**config.mk**
```make
export PLATFORM = sky130hd
export DESIGN_NAME = mixcol_column_sched
export DESIGN_NICKNAME = d
export VERILOG_FILES = /design/src/rtl/mixcol_column_sched.sv
export SDC_FILE = /design/constraint.sdc
export NUM_CORES = 1
export LEC_CHECK = 0
export ABC_AREA = 1
export CORE_MARGIN = 4
export CORE_UTILIZATION = 53
export CTS_BUF_LIST = sky130_fd_sc_hd__clkbuf_16
export DETAILED_ROUTE_END_ITERATION = 7
export PLACE_DENSITY = 0.86
export SYNTH_ARGS = -nofsm -noshare
export SYNTH_HDL_FRONTEND = slang
export SYNTH_SLANG_ARGS = --single-unit
```
**constraint.sdc**
```tcl
create_clock -name clk -period 5.5 [get_ports clk]
set_clock_uncertainty 0.15 [all_clocks]
set_input_delay 1.375 -clock clk [delete_from_list [all_inputs] [get_ports clk]]
set_output_delay 1.375 -clock clk [all_outputs]
set_load 0.03 [all_outputs]
```
**src/rtl/mixcol_column_sched.sv**
```systemverilog
// mixcol_column_sched: shares one 32-bit MixColumns unit across the four columns of an AES state
module mixcol_column_sched #(
  parameter int NCOL = 4
) (
  input  logic         clk,
  input  logic         rst,
  input  logic         in_valid,
  output logic         in_ready,
  input  logic [127:0] in_state,
  input  logic         in_last,
  output logic [31:0]  mc_x,
  output logic         mc_en,
  input  logic [31:0]  mc_y,
  output logic         out_valid,
  input  logic         out_ready,
  output logic [127:0] out_state,
  output logic         busy
);
  typedef enum logic [1:0] {IDLE, RUN, DONE} state_t;
  state_t st, st_n;
  logic [1:0] col;
  logic [127:0] src, res;
  logic last_col;
  assign last_col = col == 2'(NCOL - 1);
  always_ff @(posedge clk) st <= rst ? IDLE : st_n;
  always_comb begin
    st_n = st;
    if (st == IDLE && in_valid) st_n = in_last ? DONE : RUN;
    else if (st == RUN && last_col) st_n = DONE;
    else if (st == DONE && out_ready) st_n = IDLE;
  end
  assign in_ready  = st == IDLE;
  assign out_valid = st == DONE;
  assign busy      = st != IDLE;
  assign mc_en     = st == RUN;
  assign mc_x      = mc_en ? src[127 - 32*col -: 32] : 32'h0;
  assign out_state = res;
  // the final-round bypass loads the result directly, skipping RUN entirely
  always_ff @(posedge clk)
    if (rst) begin
      col <= '0;
      src <= '0;
      res <= '0;
    end else if (st == IDLE && in_valid) begin
      src <= in_state;
      col <= '0;
      if (in_last) res <= in_state;
    end else if (st == RUN) begin
      res[127 - 32*col -: 32] <= mc_y;
      col <= last_col ? col : col + 2'd1;
    end
endmodule

```
**Word level (Yosys, flattened, before mapping)**

Index checks and enable logic that the tools add are counted.

- $add $sub $neg: 3
- Equality and inequality tests: 4
- Shift-type cells: 3
- Multiplexer cells: 9
- Bitwise gates (word level): 1
- Reductions and logical operators: 10

Operator list:

| kind | number |
|---|---|
| two-way mux 128 bit | 3 |
| variable shift 32 x 34 -> 159 bit (first input constant) | 1 |
| variable part select 159 x 33 -> 32 bit | 1 |
| variable part select 32 x 34 -> 159 bit | 1 |
| bitwise mux 128 bit | 1 |
| negator 32 -> 34 bit | 1 |
| two-way mux 32 bit | 1 |
| two-way mux 2 bit | 4 |
| subtractor 7 x 7 -> 8 bit (first input constant) | 1 |
| == test 2 bit (second input constant) | 2 |
| AND reduction 2 bit | 2 |
| nonzero test 2 bit | 2 |
| logical AND 1 bit | 3 |
| nonzero test 3 bit | 1 |
| adder 2 x 1 -> 2 bit (second input constant) | 1 |
| == test 2 x 1 -> 1 bit (second input constant) | 1 |
| logical NOT 2 bit | 1 |
| inequality test 2 bit (second input constant) | 1 |
| OR reduction 2 bit | 1 |
| inverter 1 bit | 1 |

- Register bits: 260
- Output and inout port bits: 164

**Depth between registers and ports, before layout**

Gate-level depths: netlist (run 1).

- Depth after elaboration: 6
- Depth in mapped cells: 11

**Worst setup path after synthesis (run 1)**

OpenSTA, ideal clock, no wires.

- Kind: reg-to-output
- Start point: reg st[0]
- End point: out mc_x[10]
- Arrival: 1,643 ps
- Data required time: 3,975 ps
- Setup slack: 2,332 ps
- Cell stages (with the launch flop): 6
- Buffers on the path: 1
- Path through: dfxtp_1 -> inv_2 -> nor2_2 -> inv_2 -> buf_1 -> a21oi_1

- Longest elaborated chain between the ends: 2

Ends and longest elaborated chain:

| item | RTL line | source |
|---|---|---|
| start, declared | 20 | `state_t st, st_n;` |
| start signal, assigned | 25 | `always_ff @(posedge clk) st <= rst ? IDLE : st_n;` |
| == test 2 x 1 -> 1 bit | 35 | `assign mc_en = st == RUN;` |
| net mc_en | 12 | `output logic mc_en,` |
| two-way mux 32 bit | 36 | `assign mc_x = mc_en ? src[127 - 32*col -: 32] : 32'h0;` |
| end, declared | 11 | `output logic [31:0] mc_x,` |

The timed path passes the listed nets, and every way through them passes these cells.

**Final worst setup path (run 1)**

- Start point: reg col[0]
- End point: out mc_x[24]

- Longest elaborated chain between the ends: 3

Ends and longest elaborated chain:

| item | RTL line | source |
|---|---|---|
| start, declared | 21 | `logic [1:0] col;` |
| start signal, assigned | 50 | `col <= last_col ? col : col + 2'd1;` |
| subtractor 7 x 7 -> 8 bit | 36 |  |
| variable part select 159 x 33 -> 32 bit | 36 |  |
| two-way mux 32 bit | 36 |  |

Every way passes these cells.

==> flow_metrics.py, run 1 <==
metrics = {
    "clock_tree": {
        "htreeDepth": 1,
        "clk-insertion-delay-late_ns": 0.54,
        "cts_root_buf": "clkbuf_16",
        "cts_resized": 0,
        "cts_tree": "built",
        "clkSinkCount": 260,
        "cts_made_buffers": 28,
        "clk_path_buf_depth": 3,
        "cts_setup_buffers": 0,
        "postCtsHoldBufs": 0,
        "path_clk_slew_ns": 0.06,
    },
    "sta": {
        "fin_crit_ns": 4.63,
        "finalCritPeriodShare_pct": 84.1,
        "timing.final.max_slew_violations": 0,
        "slew_headroom_pct": 11.1,
        "setup_viol": 0,
        "clock.fmax_mhz": 216,
        "tightest_slew_ns": 1.33,
        "rsz0062_at_grt": "no",
        "hold_violations": 0,
        "fin_setup_tns_ns": 0,
    },
    "logic_synthesis": {
        "synth_area_per_cell_sq_um": 6.39,
        "yosys_warnings": 0,
        "synth_common_cells": "nand2_1 (556), nor2_1 (292), dfxtp_1 (260)",
        "yosysTopAreaCell": "dfxtp_1",
        "yosysMostFrequentCell": "nand2_1",
        "synth.area.top_cells": "dfxtp_1 (42%), nand2_1 (17%), nor2_1 (8.8%)",
        "synth_area_sq_um": 12500,
        "synth_edf_count": 0,
        "synth_top_area_share_pct": 41.8,
        "synth_nets": 2121,
        "synth.distinct_cells": 20,
        "synth_seq_cells": 260,
        "synth.yosys.seq_area_share_pct": 41.8,
        "async_flop_share_pct": 0,
        "ys.flop_type": "dfxtp_1",
        "synthCells": 1952,
    },
    "layout": {
        "finalNonFillerCells": 2522,
        "antennaDiodeCount": 0,
        "syn_to_final_growth_pct": 31.7,
        "fin_nets": 2359,
        "fillers": 1957,
        "seq_area_sq_um": 5210,
        "multi_input_comb_area_sq_um": 5690,
        "final_layout_size_suffix_gt1_share_pct": 3.08,
    },
    "drt": {
        "drt-initial-drc-count": 1374,
        "drc": 0,
        "vias_per_cell": 5.45,
        "ant_nets": 0,
        "drtPass1Iterations": 6,
        "vias": 13739,
        "finalWirelength_mm": 47.0,
        "wl_per_cell_um": 18.6,
    },
    "placed_design": {
        "dp_cells": 2473,
        "place_congestion": 0.952,
        "port_buffers": 328,
        "dp_hpwl_mm": 33.2,
    },
    "grt": {
        "first_global_vias": 13320,
        "grt.total_usage_pct": 34.6,
        "grt-ovfl-total": 0,
        "grt_max_degree": 113,
        "grt_pass1_wl_mm": 71.9,
        "grt_antenna_before_repair": 1,
    },
    "min_path": {
        "hold_path_class": "flip-flop to flip-flop",
    },
    "floorplan": {
        "die_x_um": 161,
        "ios": 329,
        "die_area_sq_um": 26000,
        "coreArea_sq_um": 22900,
        "initial_core_util_pct": 54.4,
        "num_rows": 55,
        "die_y_um": 161,
    },
    "critical_path": {
        "crit_arrival_ns": 3.10,
        "critPathKind": "flip-flop to output pin",
        "start_kind": "flip-flop",
        "required_ns": 3.97,
        "path_max_fanout": 68,
        "worstSetupEndpointType": "output pin",
    },
    "power_and_ir_drop": {
        "pwr_density_cell_nw_per_um2": 307,
        "ir_drop_v": 0.000218,
        "leakage_uw": 0.00765,
    },
    "status": {
        "status": "finished, final reports clean",
    },
    "flow_run": {
        "drv_cap": 0,
    },
}
-- layer usage --
layer / vias to the layer above / part of all wire, % / global-route usage, %
li1: 6549 / - / -
met1: 6274 / 38 / 41.6
met2: 763 / 47 / 59.3
met3: 151 / 9.1 / 6.25
met4: 2 / 5.8 / 17.5
met5: - / 0.026 / 0
-- critical path, cell delays in order (launching register included) --
cell and delay, ns:
dfxtp_4 0.74, buf_4 0.65, a21oi_1 0.27, o21ai_0 0.13, a21oi_1 0.10, clkdlybuf4s50_1 0.64
-- kinds of logic after synthesis --
logic type                 count (synthesis)  synth area share [%]
buffers and inverters                    376                  12.7
DFF                                      260                  41.8
and+or+nand+nor                          986                  31.4
adders and majority gates                  4                 0.401
AOI/OAI and AO/OA                        326                  13.7
-- path summary, 6_finish.rpt --
check        cells past startpoint                  start                         to  slack, ns
min reg2reg                      2  src[124]$_SDFFE_PP0P_      src[124]$_SDFFE_PP0P_       0.31
min                              2  src[124]$_SDFFE_PP0P_      src[124]$_SDFFE_PP0P_       0.31
max                              5    col[0]$_SDFFE_PP0P_                   mc_x[24]       0.87
max reg2reg                      8    col[0]$_SDFFE_PP0P_  out_state[0]$_SDFFE_PP0P_       2.03
-- state kept, by name, summed over array words and instances (netlist names) --
register / flops
col: 2
out_state: 128
st: 2
src: 128
-- report_power, final --
group          internal (uW)  switching [uW]  total (uW)
combinational            444             751        1190
sequential              2040            90.8        2130
clock                    941             766        1710
total                   3420            1610        5030
-- placed cells by master (no fill, tap or decap), types with 2 or more instances in the layout --
cell type,count
nand2_4,4
a21oi_1,164
clkdlybuf4s50_1,327
nand3_1,129
inv_2,2
o22ai_1,64
dfxtp_1,259
nor2_2,3
clkinv_1,11
o21ai_0,98
inv_1,240
buf_4,19
nand2_2,2
nand2_1,555
clkbuf_16,29
ha_1,4
clkinv_2,4
nor2_1,290
-- through the flow --
stage	setup WS, ns	util, %	power [uW]	hold slack [ns]	instance area [sq um]
2_1_floorplan	2.33	-	2860	0.291	12500
3_3_place_gp	1.40	68.1	3330	0.300	15600
3_5_place_dp	1.34	68.1	3340	0.303	15600
4_1_cts	0.900	71.6	5020	0.313	16400
5_1_grt	0.629	71.6	5230	0.328	16400
6_report	0.875	71.6	5030	0.314	16400
-- final cells by class --
cell class	count	share of cell area (%)
multi-input cells	1316	34.7
flip-flops and latches	260	31.7
repair buffers	346	20.8
inverters	238	5.46
clock buffers	29	4.42
well taps	313	2.39
clock inverters	20	0.503
Power figures use the tool's default switching activity.
==> run 2: changes to the inputs <==
- CORE_UTILIZATION: 53 -> 49
- PLACE_DENSITY: 0.86 -> 0.81
- clock period: 5.5 -> 4.6 ns (I/O delays scaled with it)
==> run 2 against run 1 <==
  * Via count fell by 0.87%
  * Count of clock-buffer cells in the layout increased by 2
  * Global-route usage shrank 3.2 points
  * Setup slack worse by 0.40 ns
  * Register-to-register slack got worse by 0.91 ns
  * Highest routed layer unchanged
==> flow_metrics.py, run 2 (synthesis gave the netlist of run 1 again) <==
metrics = {
    "clock_tree": {
        "path_clk_slew_ns": 0.06,
        "htreeDepth": 1,
        "cts_setup_buffers": 0,
        "clkSinkCount": 260,
        "cts_tree": "built",
        "postCtsHoldBufs": 0,
        "clk_path_buf_depth": 3,
        "cts_root_buf": "clkbuf_16",
        "cts_resized": 0,
        "cts_made_buffers": 30,
        "clk-insertion-delay-late_ns": 0.55,
    },
    "sta": {
        "fin_crit_ns": 4.13,
        "timing.final.max_slew_violations": 0,
        "finalCritPeriodShare_pct": 89.8,
        "fin_setup_tns_ns": 0,
        "tightest_slew_ns": 1.20,
        "rsz0062_at_grt": "no",
        "hold_violations": 0,
        "clock.fmax_mhz": 242,
        "setup_viol": 0,
        "slew_headroom_pct": 20.0,
    },
    "drt": {
        "vias_per_cell": 5.35,
        "vias": 13619,
        "finalWirelength_mm": 47.1,
        "wl_per_cell_um": 18.5,
        "ant_nets": 0,
        "drtPass1Iterations": 6,
        "drc": 0,
        "drt-initial-drc-count": 1316,
    },
    "power_and_ir_drop": {
        "leakage_uw": 0.00782,
        "pwr-share-comb_pct": 22.4,
        "p_seq_share_pct": 39.8,
        "pwr_density_cell_nw_per_um2": 381,
        "p_sw_share_pct": 31.0,
        "p_clk_share_pct": 37.8,
        "p_int_uw": 4410,
        "p_switching_uw": 1980,
        "ir_drop_v": 0.000254,
    },
    "grt": {
        "first_global_vias": 13026,
        "grt_max_degree": 97,
        "grt_pass1_wl_mm": 70.6,
        "grt_antenna_before_repair": 3,
        "grt.total_usage_pct": 31.4,
        "grt-ovfl-total": 0,
    },
    "floorplan": {
        "coreArea_sq_um": 25100,
        "num_rows": 58,
        "ios": 329,
        "die_y_um": 168,
        "die_area_sq_um": 28100,
        "initial_core_util_pct": 49.7,
        "die_x_um": 168,
    },
    "flow_run": {
        "drv_cap": 0,
    },
    "min_path": {
        "holdPathEnd": "src[8]$_SDFFE_PP0P_",
        "hold_path_class": "flip-flop to flip-flop",
        "min_path_cells": 2,
        "min-delay-start": "src[8]$_SDFFE_PP0P_",
    },
    "critical_path": {
        "required_ns": 3.30,
        "reg2reg_depth": 7,
        "r2r-end": "out_state[14]$_SDFFE_PP0P_",
        "path_max_fanout": 67,
        "crit_arrival_ns": 2.83,
        "start_kind": "flip-flop",
        "r2r_slack_ns": 1.12,
        "crit_start": "col[0]$_SDFFE_PP0P_",
        "r2r-start": "col[0]$_SDFFE_PP0P_",
        "critPathKind": "flip-flop to output pin",
        "worstSetupEndpointType": "output pin",
    },
    "placed_design": {
        "place_congestion": 0.939,
        "port_buffers": 328,
        "dp_hpwl_mm": 33.0,
    },
    "layout": {
        "antennaDiodeCount": 0,
        "fin_nets": 2362,
        "fillers": 2283,
        "final_cell_mix": "nand2_1 (555), clkdlybuf4s50_1 (311), nor2_1 (290)",
        "syn_to_final_growth_pct": 34.4,
        "final_layout_size_suffix_gt1_share_pct": 4.33,
        "final_util_pct": 66.7,
        "layout_commonest_cell": "nand2_1",
    },
    "status": {
        "status": "finished, final reports clean",
    },
}
-- run 2: layout make-up --
type                       count  area [sq um]  area share [%]
sequential                   260          5210            31.1
clock inverter                25           213            1.27
timing repair buffer         347          3560            21.2
clock buffer                  31           776            4.63
tap                          330           413            2.46
multi-input combinational   1316          5690            34.0
inverter                     238           896            5.35
-- run 2: worst max-delay path, cell delays in order (launching register included) --
cell	delay [ns]
dfxtp_4	0.51
clkinv_1	0.10
buf_4	0.33
a21oi_1	0.20
o21ai_0	0.11
a21oi_1	0.27
clkdlybuf4s50_1	0.74
-- run 2: how the worst max path moves through the flow --
stage                                            end  slack (ns)  depth (start not counted)
final                                       mc_x[23]        0.47                          6
after global routing                        mc_x[23]        0.29                          6
after CTS                                   mc_x[23]        0.51                          4
after detailed placement  out_state[23]$_SDFFE_PP0P_        0.88                          6
after global placement    out_state[21]$_SDFFE_PP0P_        0.90                          6
after floorplan                             mc_x[10]        1.66                          5
-- run 2: layer usage --
| layer | up-vias | global-route usage, % | part of all wire, % |
|---|---|---|---|
| li1 | 6548 | - | - |
| met2 | 665 | 55.0 | 48 |
| met4 | 6 | 15.2 | 5.6 |
| met1 | 6247 | 36.2 | 37 |
| met5 | - | 0 | 0.096 |
| met3 | 153 | 7.03 | 8.4 |
-- run 2: power by group through the flow --
stage          Clock, uW  Sequential [uW]  Combinational (uW)
6_report            2410             2550                1430
3_5_place_dp           0             2590                1410
4_1_cts             2420             2540                1420
5_1_grt             2510             2560                1550
2_1_floorplan          0             2760                 664
3_3_place_gp           0             2590                1400
-- run 2: per-stage QoR --
step,instances,instance area [sq um],power (uW),hold WS [ns],worst slack [ns]
after detailed placement,2491,15800,4000,0.305,0.877
after floorplan,1952,12500,3420,0.291,1.66
final,2547,16800,6390,0.315,0.471
after global routing,2547,16800,6620,0.328,0.288
after global placement,2491,15800,3980,0.299,0.904
after CTS,2547,16800,6390,0.314,0.511
